File: src/rtl/rv_pkg.sv
// rtl/rv_pkg.sv - shared encodings, trap causes and state enum for the multicycle RISC-V control
package rv_pkg;

    localparam logic [6:0] OPC_LOAD   = 7'b0000011;
    localparam logic [6:0] OPC_STORE  = 7'b0100011;
    localparam logic [6:0] OPC_OP     = 7'b0110011;
    localparam logic [6:0] OPC_OP_IMM = 7'b0010011;
    localparam logic [6:0] OPC_BRANCH = 7'b1100011;
    localparam logic [6:0] OPC_JAL    = 7'b1101111;

    localparam logic [2:0] F3_LW  = 3'b010;
    localparam logic [2:0] F3_SW  = 3'b010;
    localparam logic [2:0] F3_BEQ = 3'b000;
    localparam logic [2:0] F3_BNE = 3'b001;
    localparam logic [2:0] F3_SRX = 3'b101;

    localparam logic       PC_INC    = 1'b0;
    localparam logic       PC_ALU    = 1'b1;

    localparam logic [1:0] WB_PC     = 2'd0;
    localparam logic [1:0] WB_ALUOUT = 2'd1;
    localparam logic [1:0] WB_MDR    = 2'd2;

    localparam logic [1:0] IMM_L     = 2'd0;
    localparam logic [1:0] IMM_S     = 2'd1;
    localparam logic [1:0] IMM_B     = 2'd2;
    localparam logic [1:0] IMM_J     = 2'd3;

    localparam logic       ALUA_REG  = 1'b0;
    localparam logic       ALUA_PCC  = 1'b1;
    localparam logic       ALUB_REG  = 1'b0;
    localparam logic       ALUB_IMM  = 1'b1;

    localparam logic [3:0] ALU_ADD   = 4'b0000;
    localparam logic [3:0] ALU_SUB   = 4'b0001;

    typedef enum logic [1:0] {
        TC_NONE     = 2'd0,
        TC_ILLEGAL  = 2'd1,
        TC_FETCH_TO = 2'd2,
        TC_DATA_TO  = 2'd3
    } trap_cause_e;

    typedef enum logic [3:0] {
        S_FETCH,
        S_DECODE,
        S_MEM_ADDR,
        S_LW_MEM,
        S_LW_WB,
        S_SW_MEM,
        S_ALU_EXEC,
        S_ALU_WB,
        S_BR_EXEC,
        S_JAL_EXEC,
        S_TRAP
    } state_e;

endpackage

File: src/rtl/rv_wait_timer.sv
// rtl/rv_wait_timer.sv - wait-state counter with MAX_WAIT timeout compare
module rv_wait_timer #(
    parameter int MAX_WAIT = 15
) (
    input  logic clk,
    input  logic rst,
    input  logic clr,
    input  logic en,
    output logic timeout
);
    localparam int W = $clog2(MAX_WAIT + 1);

    logic [W-1:0] wait_cnt;

    // The FSM leaves the wait state on timeout, so the count never passes MAX_WAIT.
    always_ff @(posedge clk) begin
        if (!rst || clr) begin
            wait_cnt <= '0;
        end else if (en) begin
            wait_cnt <= wait_cnt + W'(1);
        end
    end

    assign timeout = (wait_cnt == W'(MAX_WAIT));

endmodule

File: src/rtl/rv_ctl_ws.sv
// rtl/rv_ctl_ws.sv - multicycle RISC-V control FSM with memory wait states, trap and retire counter
module rv_ctl_ws
    import rv_pkg::*;
#(
    parameter int MAX_WAIT = 15,
    parameter int CNT_W    = 32,
    parameter bit EN_ITYPE = 1'b1
) (
    input  logic             clk,
    input  logic             rst,
    input  logic [31:0]      instr,
    input  logic             zero,
    input  logic             mem_ready,
    output logic             mem_req,
    output logic             memrw,
    output logic             pcsourse,
    output logic             pcwrite,
    output logic             pccen,
    output logic             irwrite,
    output logic             mdrwrite,
    output logic             regwen,
    output logic [1:0]       wbsel,
    output logic [1:0]       immsel,
    output logic             asel,
    output logic             bsel,
    output logic [3:0]       alusel,
    output logic             trap,
    output logic [1:0]       trap_cause,
    output logic [CNT_W-1:0] retired
);
    state_e      state, state_next;
    trap_cause_e cause_q, cause_next;
    logic        retire, wait_en, timeout;

    logic [6:0] opcode;
    logic [2:0] f3;
    logic       is_lw, is_sw, is_op, is_op_imm, is_beq, is_bne, is_jal;
    logic       unused_instr;

    assign opcode    = instr[6:0];
    assign f3        = instr[14:12];
    assign is_lw     = (opcode == OPC_LOAD)   && (f3 == F3_LW);
    assign is_sw     = (opcode == OPC_STORE)  && (f3 == F3_SW);
    assign is_op     = (opcode == OPC_OP);
    assign is_op_imm = (opcode == OPC_OP_IMM) && EN_ITYPE;
    assign is_beq    = (opcode == OPC_BRANCH) && (f3 == F3_BEQ);
    assign is_bne    = (opcode == OPC_BRANCH) && (f3 == F3_BNE);
    assign is_jal    = (opcode == OPC_JAL);
    // Register and immediate fields are consumed by the datapath, not here.
    assign unused_instr = ^{instr[31], instr[29:15], instr[11:7]};

    rv_wait_timer #(.MAX_WAIT(MAX_WAIT)) u_wait_timer (
        .clk     (clk),
        .rst     (rst),
        .clr     (state_next != state),
        .en      (wait_en),
        .timeout (timeout)
    );

    always_ff @(posedge clk) begin
        if (!rst) begin
            state   <= S_FETCH;
            cause_q <= TC_NONE;
            retired <= '0;
        end else begin
            state <= state_next;
            if (state_next == S_TRAP && state != S_TRAP) begin
                cause_q <= cause_next;
            end
            if (retire) begin
                retired <= retired + CNT_W'(1);
            end
        end
    end

    always_comb begin
        state_next = state;
        cause_next = TC_NONE;
        retire     = 1'b0;
        wait_en    = 1'b0;
        mem_req    = 1'b0;
        memrw      = 1'b0;
        pcsourse   = PC_INC;
        pcwrite    = 1'b0;
        pccen      = 1'b0;
        irwrite    = 1'b0;
        mdrwrite   = 1'b0;
        regwen     = 1'b0;
        wbsel      = WB_PC;
        immsel     = IMM_B;
        asel       = ALUA_REG;
        bsel       = ALUB_REG;
        alusel     = ALU_ADD;

        unique case (state)
            S_FETCH: begin
                mem_req = 1'b1;
                if (mem_ready) begin
                    irwrite    = 1'b1;
                    pccen      = 1'b1;
                    pcwrite    = 1'b1;
                    state_next = S_DECODE;
                end else begin
                    wait_en = 1'b1;
                    if (timeout) begin
                        state_next = S_TRAP;
                        cause_next = TC_FETCH_TO;
                    end
                end
            end
            S_DECODE: begin
                // Speculatively compute the branch target while dispatching.
                immsel = IMM_B;
                asel   = ALUA_PCC;
                bsel   = ALUB_IMM;
                if (is_lw || is_sw)              state_next = S_MEM_ADDR;
                else if (is_op || is_op_imm)     state_next = S_ALU_EXEC;
                else if (is_beq || is_bne)       state_next = S_BR_EXEC;
                else if (is_jal)                 state_next = S_JAL_EXEC;
                else begin
                    state_next = S_TRAP;
                    cause_next = TC_ILLEGAL;
                end
            end
            S_MEM_ADDR: begin
                bsel       = ALUB_IMM;
                immsel     = is_lw ? IMM_L : IMM_S;
                state_next = is_lw ? S_LW_MEM : S_SW_MEM;
            end
            S_LW_MEM, S_SW_MEM: begin
                mem_req = 1'b1;
                memrw   = (state == S_SW_MEM);
                if (mem_ready) begin
                    if (state == S_LW_MEM) begin
                        mdrwrite   = 1'b1;
                        state_next = S_LW_WB;
                    end else begin
                        retire     = 1'b1;
                        state_next = S_FETCH;
                    end
                end else begin
                    wait_en = 1'b1;
                    if (timeout) begin
                        state_next = S_TRAP;
                        cause_next = TC_DATA_TO;
                    end
                end
            end
            S_LW_WB: begin
                wbsel      = WB_MDR;
                regwen     = 1'b1;
                retire     = 1'b1;
                state_next = S_FETCH;
            end
            S_ALU_EXEC: begin
                if (is_op_imm) begin
                    bsel   = ALUB_IMM;
                    immsel = IMM_L;
                    alusel = {f3, (f3 == F3_SRX) ? instr[30] : 1'b0};
                end else begin
                    alusel = {f3, instr[30]};
                end
                state_next = S_ALU_WB;
            end
            S_ALU_WB: begin
                wbsel      = WB_ALUOUT;
                regwen     = 1'b1;
                retire     = 1'b1;
                state_next = S_FETCH;
            end
            S_BR_EXEC: begin
                alusel     = ALU_SUB;
                pcsourse   = PC_ALU;
                pcwrite    = is_bne ? !zero : zero;
                retire     = 1'b1;
                state_next = S_FETCH;
            end
            S_JAL_EXEC: begin
                immsel     = IMM_J;
                asel       = ALUA_PCC;
                bsel       = ALUB_IMM;
                pcsourse   = PC_ALU;
                pcwrite    = 1'b1;
                regwen     = 1'b1;
                wbsel      = WB_PC;
                retire     = 1'b1;
                state_next = S_FETCH;
            end
            S_TRAP: begin
                state_next = S_TRAP;
            end
            default: begin
                state_next = S_FETCH;
            end
        endcase
    end

    assign trap       = (state == S_TRAP);
    assign trap_cause = cause_q;

endmodule
File: config.mk
export PLATFORM = sky130hd
export DESIGN_NAME = rv_ctl_ws
export DESIGN_NICKNAME = d
export VERILOG_FILES = /design/src/rtl/rv_pkg.sv /design/src/rtl/rv_wait_timer.sv /design/src/rtl/rv_ctl_ws.sv
export SDC_FILE = /design/constraint.sdc
export NUM_CORES = 1
export LEC_CHECK = 0
export ABC_CLOCK_PERIOD_IN_PS = 2870
export CAP_MARGIN = 5
export CORE_MARGIN = 2
export CORE_UTILIZATION = 48
export CTS_BUF_LIST = sky130_fd_sc_hd__clkbuf_4
export CTS_CLUSTER_SIZE = 12
export DETAILED_ROUTE_END_ITERATION = 6
export PLACE_DENSITY = 0.83
export SYNTH_ARGS = -nofsm -noshare
export SYNTH_HDL_FRONTEND = slang
export SYNTH_HIERARCHICAL = 1
export SYNTH_SLANG_ARGS = --single-unit
File: constraint.sdc
create_clock -name clk -period 2.87 [get_ports clk]
set_clock_uncertainty 0.05 [all_clocks]
set_input_delay 0.4305 -clock clk [delete_from_list [all_inputs] [get_ports clk]]
set_output_delay 0.4305 -clock clk [all_outputs]
set_load 0.005 [all_outputs]
==> results of run 1 <==
[cells in the final DEF (no fill, tap or decap), drive strengths merged, types with 3 or more instances in the layout]
cell type / netlist / routed
and2: 14 / 14
or3: 3 / 3
o21ai: 10 / 10
dfxtp: 42 / 42
nand2: 22 / 22
nor2b: 5 / 5
o21a: 4 / 4
nand3b: 3 / 3
inv: 7 / 8
o211ai: 15 / 15
buf: 13 / 20
nor3: 10 / 10
nand3: 8 / 8
nor2: 20 / 20
o311ai: 3 / 3
mux2i: 5 / 5
o31ai: 12 / 12
nor4: 3 / 3
a21boi: 3 / 3
xnor2: 14 / 14
a21o: 4 / 4
a211oi: 4 / 4
o2111ai: 7 / 7
o41ai: 3 / 3
clkbuf: 9 / 6
a21oi: 4 / 4
nand4: 6 / 6
clkdlybuf4s50: 0 / 65
and3: 10 / 10
nand2b: 21 / 21
[worst max-delay path: cells and delay by family]
kind	cells	cell delay, ns
AND/OR/NAND/NOR	3	0.47
AO/OA/AOI/OAI	2	0.25
buffers and inverters	3	1.15
[metrics by stage]
step / hold WS (ns) / cells / area [um^2] / setup WS [ns] / power (mW)
3_3_place_gp: 0.425 / 450 / 3480 / -0.0445 / 0.915
2_1_floorplan: 0.419 / 314 / 2700 / 0.738 / 0.800
4_1_cts: 0.454 / 458 / 3540 / 0.0336 / 1.23
3_5_place_dp: 0.437 / 450 / 3480 / -0.0419 / 0.922
5_1_grt: 0.481 / 458 / 3550 / -0.0258 / 1.28
6_report: 0.457 / 458 / 3550 / 0.0893 / 1.22
[metal layers]
metal  routed length, um  vias to the layer above  part of all wire  GRT usage
met2                3210                       61              0.49      0.364
li1                    -                     1304                 -          -
met1                3030                     1222              0.46      0.285
met5                   0                        -                 0          0
met3                 285                        8             0.043     0.0375
met4                  85                        0             0.013     0.0603
[repair_timing]
item / 4_1_cts / 5_1_grt
gates resized for setup: 2 / 5
pin swaps: 0 / 1
endpoints found under the setup margin: 1 / 8
[worst max path at each step]
stage,end,slack (ns),cells after the start
2_1_floorplan,u_wait_timer/wait_cnt[3],0.74,8
3_3_place_gp,pcwrite,-0.04,7
3_5_place_dp,pcwrite,-0.04,7
4_1_cts,bsel,0.03,8
5_1_grt,bsel,-0.03,8
6_report,bsel,0.09,8
[registers in the layout (all words and copies together), names as in the netlist]
signal / flops
retired: 32
state: 4
trap_cause: 2
u_wait_timer/wait_cnt: 4
[layout make-up]
cell class / instances / share of cell area
Sequential cell: 42 / 0.237
Timing Repair Buffer: 86 / 0.227
Multi-Input combinational cell: 243 / 0.487
Inverter: 7 / 0.00739
Clock buffer: 6 / 0.0127
Clock inverter: 2 / 0.00352
Tap cell: 72 / 0.0253
[cells by family after synthesis]
family,Yosys count,synth area share
muxes,5,0.0185
buffers and inverters,29,0.0551
DFF,42,0.311
xor gates and xnor gates,16,0.0519
adders and majority gates,2,0.00926
and+or+nand+nor,139,0.304
AOI/OAI and AO/OA,81,0.250
[cells in the mapped netlist (all sizes together) (5+ instances only)]
cell type	n	area [um^2]
clkbuf	9	33.8
nand2	22	82.6
nor3	10	55.1
o211ai	15	118
mux2i	5	50.1
buf	13	88.8
o31ai	12	90.1
o2111ai	7	96.3
nor2b	5	31.3
and2	14	87.6
and3	10	63.8
dfxtp	42	841
inv	7	26.3
nand4	6	37.5
o21ai	10	50.1
nor2	20	82.6
nand3	8	40.0
xnor2	14	123
nand2b	21	131
[where the power goes]
group          switching, mW  leakage [nW]  internal [mW]  total [mW]
clock                  0.204        0.0337          0.106       0.310
combinational          0.138         0.883          0.151       0.289
sequential            0.0270         0.340          0.595       0.622
total                  0.369          1.26          0.852        1.22
==> flow_metrics.py, run 1 <==
metrics = {
    "logic_synthesis": {
        "synthArstFlopShare": 0,
        "yosysWarnings": 6,
        "synth_area_per_cell_um2": 8.61,
        "synth_edf_count": 0,
        "seq_area_frac_synth": 0.311,
        "synth_cells": 314,
        "ys_types": 66,
        "ys_ff_latch": 42,
        "synth_fp_nets": 352,
        "syn_area_um2": 2700,
        "synth_ff_type": "dfxtp_1",
    },
    "sta": {
        "finalCritPeriodShare": 0.969,
        "fmax_ghz": 0.360,
        "hold_violations": 0,
        "tightest_slew_ns": 0.533,
        "maxSlewViolCount": 0,
        "max_slew_margin": 0.644,
        "fin_crit_ns": 2.78,
        "fin_setup_tns_ns": 0,
        "finalSetupViolCount": 0,
    },
    "clock_network": {
        "cts_root_buffer": "clkbuf_4",
        "cts_buffers": 5,
        "cts_setup_buffers": 0,
        "clkSinkCount": 42,
        "clk_latency_ns": 0.35,
        "htree_levels": 2,
        "cts_buffer_depth": 2,
        "path_clk_slew_ns": 0.12,
        "hold_buffers": 0,
        "cts_tree": "done",
    },
    "worst_setup_path": {
        "worstSetupPathType": "in2out",
        "rrSetupSlack_ns": 0.40,
        "r2r_end": "u_wait_timer/wait_cnt[3]",
        "crit_path_top_delay_cell": "clkdlybuf4s50_1",
        "r2r-start": "state[2]",
        "crit_required_ns": 2.39,
        "reg2reg_depth": 8,
        "slowest_delay_ns": 0.53,
        "start_kind": "primary input",
        "crit_start": "instr[3]",
        "path_max_fanout": 3,
        "arrival_ns": 2.30,
        "path_cells": "clkdlybuf4s50_1, buf_4, nor3_2, nand4_1, o21ai_0, nand2_1, o21ai_0, clkdlybuf4s50_1",
        "end_kind": "primary output",
    },
    "floorplan": {
        "core.rowCount": 27,
        "core_area_um2": 5470,
        "initial_utilization": 0.494,
        "die-area_um2": 6250,
        "die_height_um": 79.0,
        "die_w_um": 79.0,
        "ios": 89,
    },
    "global_routing": {
        "grt_pass1_wl_um": 11000,
        "grt_max_degree": 33,
        "grt_pass1_vias": 2392,
        "antenna_found_initial": 0,
        "grt.total_usage": 0.216,
        "overflow": 0,
    },
    "cells_and_area": {
        "seqCellArea_um2": 843,
        "finalNetCount": 423,
        "n_antenna_cell": 0,
        "multiInputGateArea_um2": 1730,
        "fillers": 505,
        "drive_above_1_share": 0.127,
        "syn_to_final_growth_pct": 31.5,
        "utilization": 0.650,
    },
    "min_path": {
        "hold_path.class": "reg2reg",
        "hold_depth": 2,
        "worstHoldStart": "retired[22]",
        "min_to": "retired[22]",
    },
    "job": {
        "drv_cap": 0,
    },
    "routing": {
        "ant_nets": 0,
        "routed_via_density": 5.67,
        "drc": 0,
        "vias": 2595,
        "wl_um": 6610,
        "first_iter_violations": 129,
        "wl_per_cell_um": 14.4,
        "drt_pre_antenna_iters": 4,
    },
    "placement": {
        "hpwl_um": 4820,
        "port_buffers": 67,
        "routabilityCongestion": 0.828,
    },
    "pwr": {
        "power.density_nw_per_um2": 344,
        "vdd_drop_max_v": 0.000237,
        "p_leak_nw": 1.26,
    },
    "outcome": {
        "outcome": "finished clean",
    },
}
No activity file was read; power rests on OpenSTA's default activity.
==> run 2, diff against run 1 <==
CTS_CLUSTER_DIAMETER = 30   (was not set)
==> results of run 2 <==
The final DEF is identical to that of run 1; final timing and power are the same.
